File: config.mk
export PLATFORM = sky130hd
export DESIGN_NAME = operand_fetch
export DESIGN_NICKNAME = d
export VERILOG_FILES = /design/src/rtl/operand_fetch.sv
export SDC_FILE = /design/constraint.sdc
export NUM_CORES = 2
export LEC_CHECK = 0
export CORE_MARGIN = 2
export CORE_UTILIZATION = 40
export CTS_CLUSTER_DIAMETER = 150
export DETAILED_ROUTE_END_ITERATION = 8
export MAX_ROUTING_LAYER = met4
export SETUP_SLACK_MARGIN = 0.2
export SLEW_MARGIN = 20
export SYNTH_ARGS = -nofsm -noshare
export SYNTH_HDL_FRONTEND = slang
export SYNTH_SLANG_ARGS = --single-unit
File: constraint.sdc
create_clock -name clock -period 3.2 [get_ports clock]
set_input_delay 0.8 -clock clock [delete_from_list [all_inputs] [get_ports clock]]
set_output_delay 0.8 -clock clock [all_outputs]
set_load 0.05 [all_outputs]
File: src/rtl/operand_fetch.sv
// Operand fetch stage: 32x32 register file, shift-aware operand selection and a
// single-entry valid/ready output register. Define OPERAND_FETCH_BYPASS_EN to forward same-edge write-back data.
module operand_fetch #(
    parameter int DATA_W = 32
) (
    input  logic              clock,
    input  logic              reset,
    input  logic              in_valid,
    output logic              in_ready,
    input  logic [31:0]       in_instruction,
    input  logic              wb_en,
    input  logic [4:0]        wb_addr,
    input  logic [DATA_W-1:0] wb_data,
    output logic              out_valid,
    input  logic              out_ready,
    output logic [31:0]       instruction,
    output logic [DATA_W-1:0] regA,
    output logic [DATA_W-1:0] regB
);

    localparam logic [5:0] FN_SLL  = 6'b000000;
    localparam logic [5:0] FN_SRL  = 6'b000010;
    localparam logic [5:0] FN_SRA  = 6'b000011;
    localparam logic [5:0] FN_SLLV = 6'b000100;
    localparam logic [5:0] FN_SRLV = 6'b000110;
    localparam logic [5:0] FN_SRAV = 6'b000111;

    logic [DATA_W-1:0] gpr [0:31];

    logic              vld_p0;
    logic [31:0]       instr_p0;
    logic [DATA_W-1:0] a_p0;
    logic [DATA_W-1:0] b_p0;

    logic              accept;
    logic [4:0]        rs;
    logic [4:0]        rt;
    logic [5:0]        funct;
    logic              is_rtype;
    logic              shift_imm;
    logic              shift_var;
    logic [DATA_W-1:0] rs_val;
    logic [DATA_W-1:0] rt_val;
    logic [DATA_W-1:0] a_nxt;
    logic [DATA_W-1:0] b_nxt;
    logic [31:0]       instr_nxt;

    assign in_ready    = !vld_p0 || out_ready;
    assign accept      = in_valid && in_ready;
    assign out_valid   = vld_p0;
    assign instruction = instr_p0;
    assign regA        = a_p0;
    assign regB        = b_p0;

    assign rs    = in_instruction[25:21];
    assign rt    = in_instruction[20:16];
    assign funct = in_instruction[5:0];

    // Register file: index 0 is never written, so it stays at its reset value of zero
    always_ff @(posedge clock) begin
        if (reset) begin
            for (int i = 0; i < 32; i++) begin
                gpr[i] <= '0;
            end
        end else if (wb_en && (wb_addr != 5'd0)) begin
            gpr[wb_addr] <= wb_data;
        end
    end

    always_comb begin
        rs_val = (rs == 5'd0) ? '0 : gpr[rs];
        rt_val = (rt == 5'd0) ? '0 : gpr[rt];
`ifdef OPERAND_FETCH_BYPASS_EN
        if (wb_en && (wb_addr != 5'd0) && (wb_addr == rs)) rs_val = wb_data;
        if (wb_en && (wb_addr != 5'd0) && (wb_addr == rt)) rt_val = wb_data;
`endif
    end

    always_comb begin
        is_rtype  = (in_instruction[31:26] == 6'd0);
        shift_imm = is_rtype && ((funct == FN_SLL) || (funct == FN_SRL) || (funct == FN_SRA));
        shift_var = is_rtype && ((funct == FN_SLLV) || (funct == FN_SRLV) || (funct == FN_SRAV));
        a_nxt     = rs_val;
        b_nxt     = rt_val;
        instr_nxt = {in_instruction[31:26], 5'd0, 5'd1, in_instruction[15:0]};
        // Shifts carry the shifted value in rt; the rs/rt fields are re-encoded as ALU mode flags
        if (shift_imm) begin
            a_nxt     = rt_val;
            b_nxt     = '0;
            instr_nxt = {in_instruction[31:26], 5'd0, 5'd0, in_instruction[15:0]};
        end else if (shift_var) begin
            a_nxt     = rt_val;
            b_nxt     = rs_val;
            instr_nxt = {in_instruction[31:26], 5'd1, 5'd0, in_instruction[15:0]};
        end
    end

    // Stage p0: output register, loads on accept and holds under backpressure
    always_ff @(posedge clock) begin
        if (reset) begin
            vld_p0   <= 1'b0;
            instr_p0 <= '0;
            a_p0     <= '0;
            b_p0     <= '0;
        end else if (accept) begin
            vld_p0   <= 1'b1;
            instr_p0 <= instr_nxt;
            a_p0     <= a_nxt;
            b_p0     <= b_nxt;
        end else if (vld_p0 && out_ready) begin
            vld_p0   <= 1'b0;
        end
    end

endmodule

==> results_dict.tcl <==
set metrics [dict create \
    final_nets 4886 \
    die_w_um 384 \
    gp_routability_congestion 0.947 \
    route.detailed.drc 0 \
    synth-async-reset-ratio_pct 0 \
    worstPathCellList "clkdlybuf4s50_1" \
    vias_per_cell 6.19 \
    rsz0062_at_grt "no" \
    grt_pass1_vias 41700 \
    transition_time_of_the_tightest_slew_check_pin_ns 1.25 \
    htree_levels 4 \
    synth.cells.most_frequent "1,024 x edfxtp_1, 996 x and2_1, 598 x mux2i_1, 323 x clkbuf_1, 274 x a22oi_1" \
    start_util_pct 40.3 \
    design_power_total_mw 37.3 \
    synth_largest_type_area_fraction_pct 53.2 \
    critical_path_cell_count 1 \
    grt_antenna_before_repair 33 \
    row_count 139 \
    num_vias 42400 \
    postLayoutCellArea_sq_um 70500 \
    post_route_cells_drive_above_1_share_pct 20.3 \
    dp_hpwl_um 152000 \
    coreArea_sq_um 143000 \
    pwr_density_cell_nw_per_um2 530 \
    clk_pin_slew_worst_paths_ns 0.06 \
    capturing_element_type_of_the_critical_path "output pin" \
    drt.antenna.violating_nets 0 \
    syn_avg_cell_area_sq_um 13.0 \
    timing.critical_path.slowest_stage_cell "clkdlybuf4s50_1" \
    chipHeight_um 384 \
    timing.final.hold_violations 0 \
    nFillCells 12400 \
    synth_largest_area_cell "edfxtp_1" \
    synth_most_common_cell "edfxtp_1" \
    ir_worst_vdd_mv 0.360 \
    arrival_ns 2.13 \
    reg2reg_from "gpr[11][6]$_SDFFCE_PN0P_" \
    reg2regPathDepth 6 \
    synth_seq_area_share_pct 56.3 \
    clock_buffer_count_from_cts 131 \
    cts.sink_count 1113 \
    hold_end "instruction[5]$_SDFFE_PP0P_" \
    hold_path_stages 2 \
    clock_latency_ns 0.79 \
    grt_pass1_wl_um 320000 \
    synth-edff-count 1024 \
    cts_tree "done" \
    ys_seq_elements 1113 \
    wirelength_um 230000 \
    fin_worst_hold_slack_ns 0.298 \
    synthToLayoutAreaGrowth_pct 22.0 \
    grt_overflow 0 \
    routed_wire_length_per_instance_um 33.6 \
    worstPathMaxFanout 2 \
    dominant_register_cell_in_the_synthesized_netlist "edfxtp_1" \
    fmax_mhz 341 \
    crit_buf_inv 1 \
    placement.cell_area_sq_um 66200 \
    worst_hold_path_type "primary input to flip-flop" \
    timing.critical_path.from_type "flip-flop" \
    regToRegEndpoint "regB[6]$_SDFFE_PP0P_" \
    final.period_utilization_pct 91.7 \
    final_setup_violations 0 \
    clk_path_buf_depth 3 \
    design.die.area_sq_um 148000 \
    netlist_area_sq_um 57800 \
    critical_path.max_stage_delay_ns 0.86 \
    yosys_warnings 0 \
    port_buffers 163 \
    placedCellCount 6582 \
    synth.distinct_cells 44 \
    p_leak_nw 26.4 \
    worstHoldStart "reset" \
    cp.required_ns 2.40 \
    cts-root-buf "clkbuf_16" \
    period_minus_slack_ns 2.93 \
    clock_skew_ns 0.0323 \
    post_synth_inst_count 4434 \
    max-cap-violations 0 \
    synth.area.top_cells "edfxtp_1 53%, and2_1 11%, mux2i_1 10%" \
    firstDrtPassIters 6 \
    pin_count_of_the_biggest_net_entering_global_routing 92 \
    run_status "completed" \
    number_of_placed_i_o_pins 172 \
    finalCoreUtilization_pct 49.1 \
    layoutNonFillerInstCount 6846 \
    critical_path_class "flip-flop to output pin" \
    path_delay_family "buffers and inverters" \
    detail_route.iter0.violations 5957 \
    worst-r2r-setup-slack_ns 0.74 \
    timing.max_slew.rel_slack_pct 16.2 \
    grt_usage_pct 31.8 \
    timing_max_transition_violations_final 0 \
]
-- report_power, final --
part | total (mW) | switching [mW] | internal, mW
combinational | 5.13 | 3.07 | 2.05
clock | 15.0 | 6.30 | 8.70
sequential | 17.2 | 0.517 | 16.7
-- per-stage QoR --
step,worst slack (ns),TNS [ns]
detailed placement,-0.356,-6.73
floorplan,0.341,0
global placement,-0.366,-6.22
global route,0.252,0
CTS,0.233,0
finish,0.267,0
-- worst max-delay path by stage --
stage	end	slack, ns	start
final	regA[24]	0.27	regA[24]$_SDFFE_PP0P_
after global routing	regA[24]	0.25	regA[24]$_SDFFE_PP0P_
after CTS	regA[3]	0.23	regA[3]$_SDFFE_PP0P_
after detailed placement	regB[29]$_SDFFE_PP0P_	-0.36	in_instruction[19]
after global placement	regB[6]$_SDFFE_PP0P_	-0.37	in_instruction[19]
after floorplan	regA[25]$_SDFFE_PP0P_	0.34	in_instruction[16]
-- sequential cells by signal, summed over array words and instances (netlist names) --
name / count
instruction: 24
regA: 32
gpr: 1024
regB: 32
out_valid: 1
-- cell usage in the layout (no fill, tap or decap), types with 34 or more instances in the layout --
master           Yosys  final
buf_4               16    335
nor2_1              78     43
a22oi_1            274    274
a221oi_1            34     34
nand3_1            114    114
mux2i_1            598    598
nor3_1              37     37
buf_12               0    167
conb_1               1     40
clkbuf_16            0    134
clkbuf_1           323     34
and2_1             996    992
edfxtp_1          1024   1024
mux4_2             214    214
clkdlybuf4s50_1      0    149
nand2_1            161    160
dfxtp_1             89     89
a21oi_1            125    125
nor2_4               0     35
-- repair_timing --
action	4_1_cts	5_1_grt
hold buffers	0	0
endpoints found under the setup margin	6	0
resized for setup	6	0
setup buffers	0	0
-- metal layers --
layer / track usage, % / share of wire, %
met1: 40.1 / 38
met2: 48.6 / 46
met5: - / 0
met4: 14.9 / 5.4
met3: 7.43 / 11
-- cells by family (layout without fill, tap and decap cells) --
logic type	after synthesis	in the layout	synth area share (%)
buf+inv	459	909	3.33
mux	816	816	18.8
other cells	1	60	0.00649
flops	1113	1113	56.3
simple gates	1485	1485	14.8
compound gates	560	560	6.86
-- cell type report --
type	instances	area, sq um	area share [%]
sequential	1113	32500	46.1
timing repair buffer	662	7460	10.6
tap	1903	2380	3.38
multi-input combinational	2901	23800	33.8
clock buffer	182	3670	5.21
inverter	3	11.3	0.0160
clock inverter	62	568	0.806
antenna	20	50.0	0.0710
Note: power is estimated with default switching activity, not from simulation.
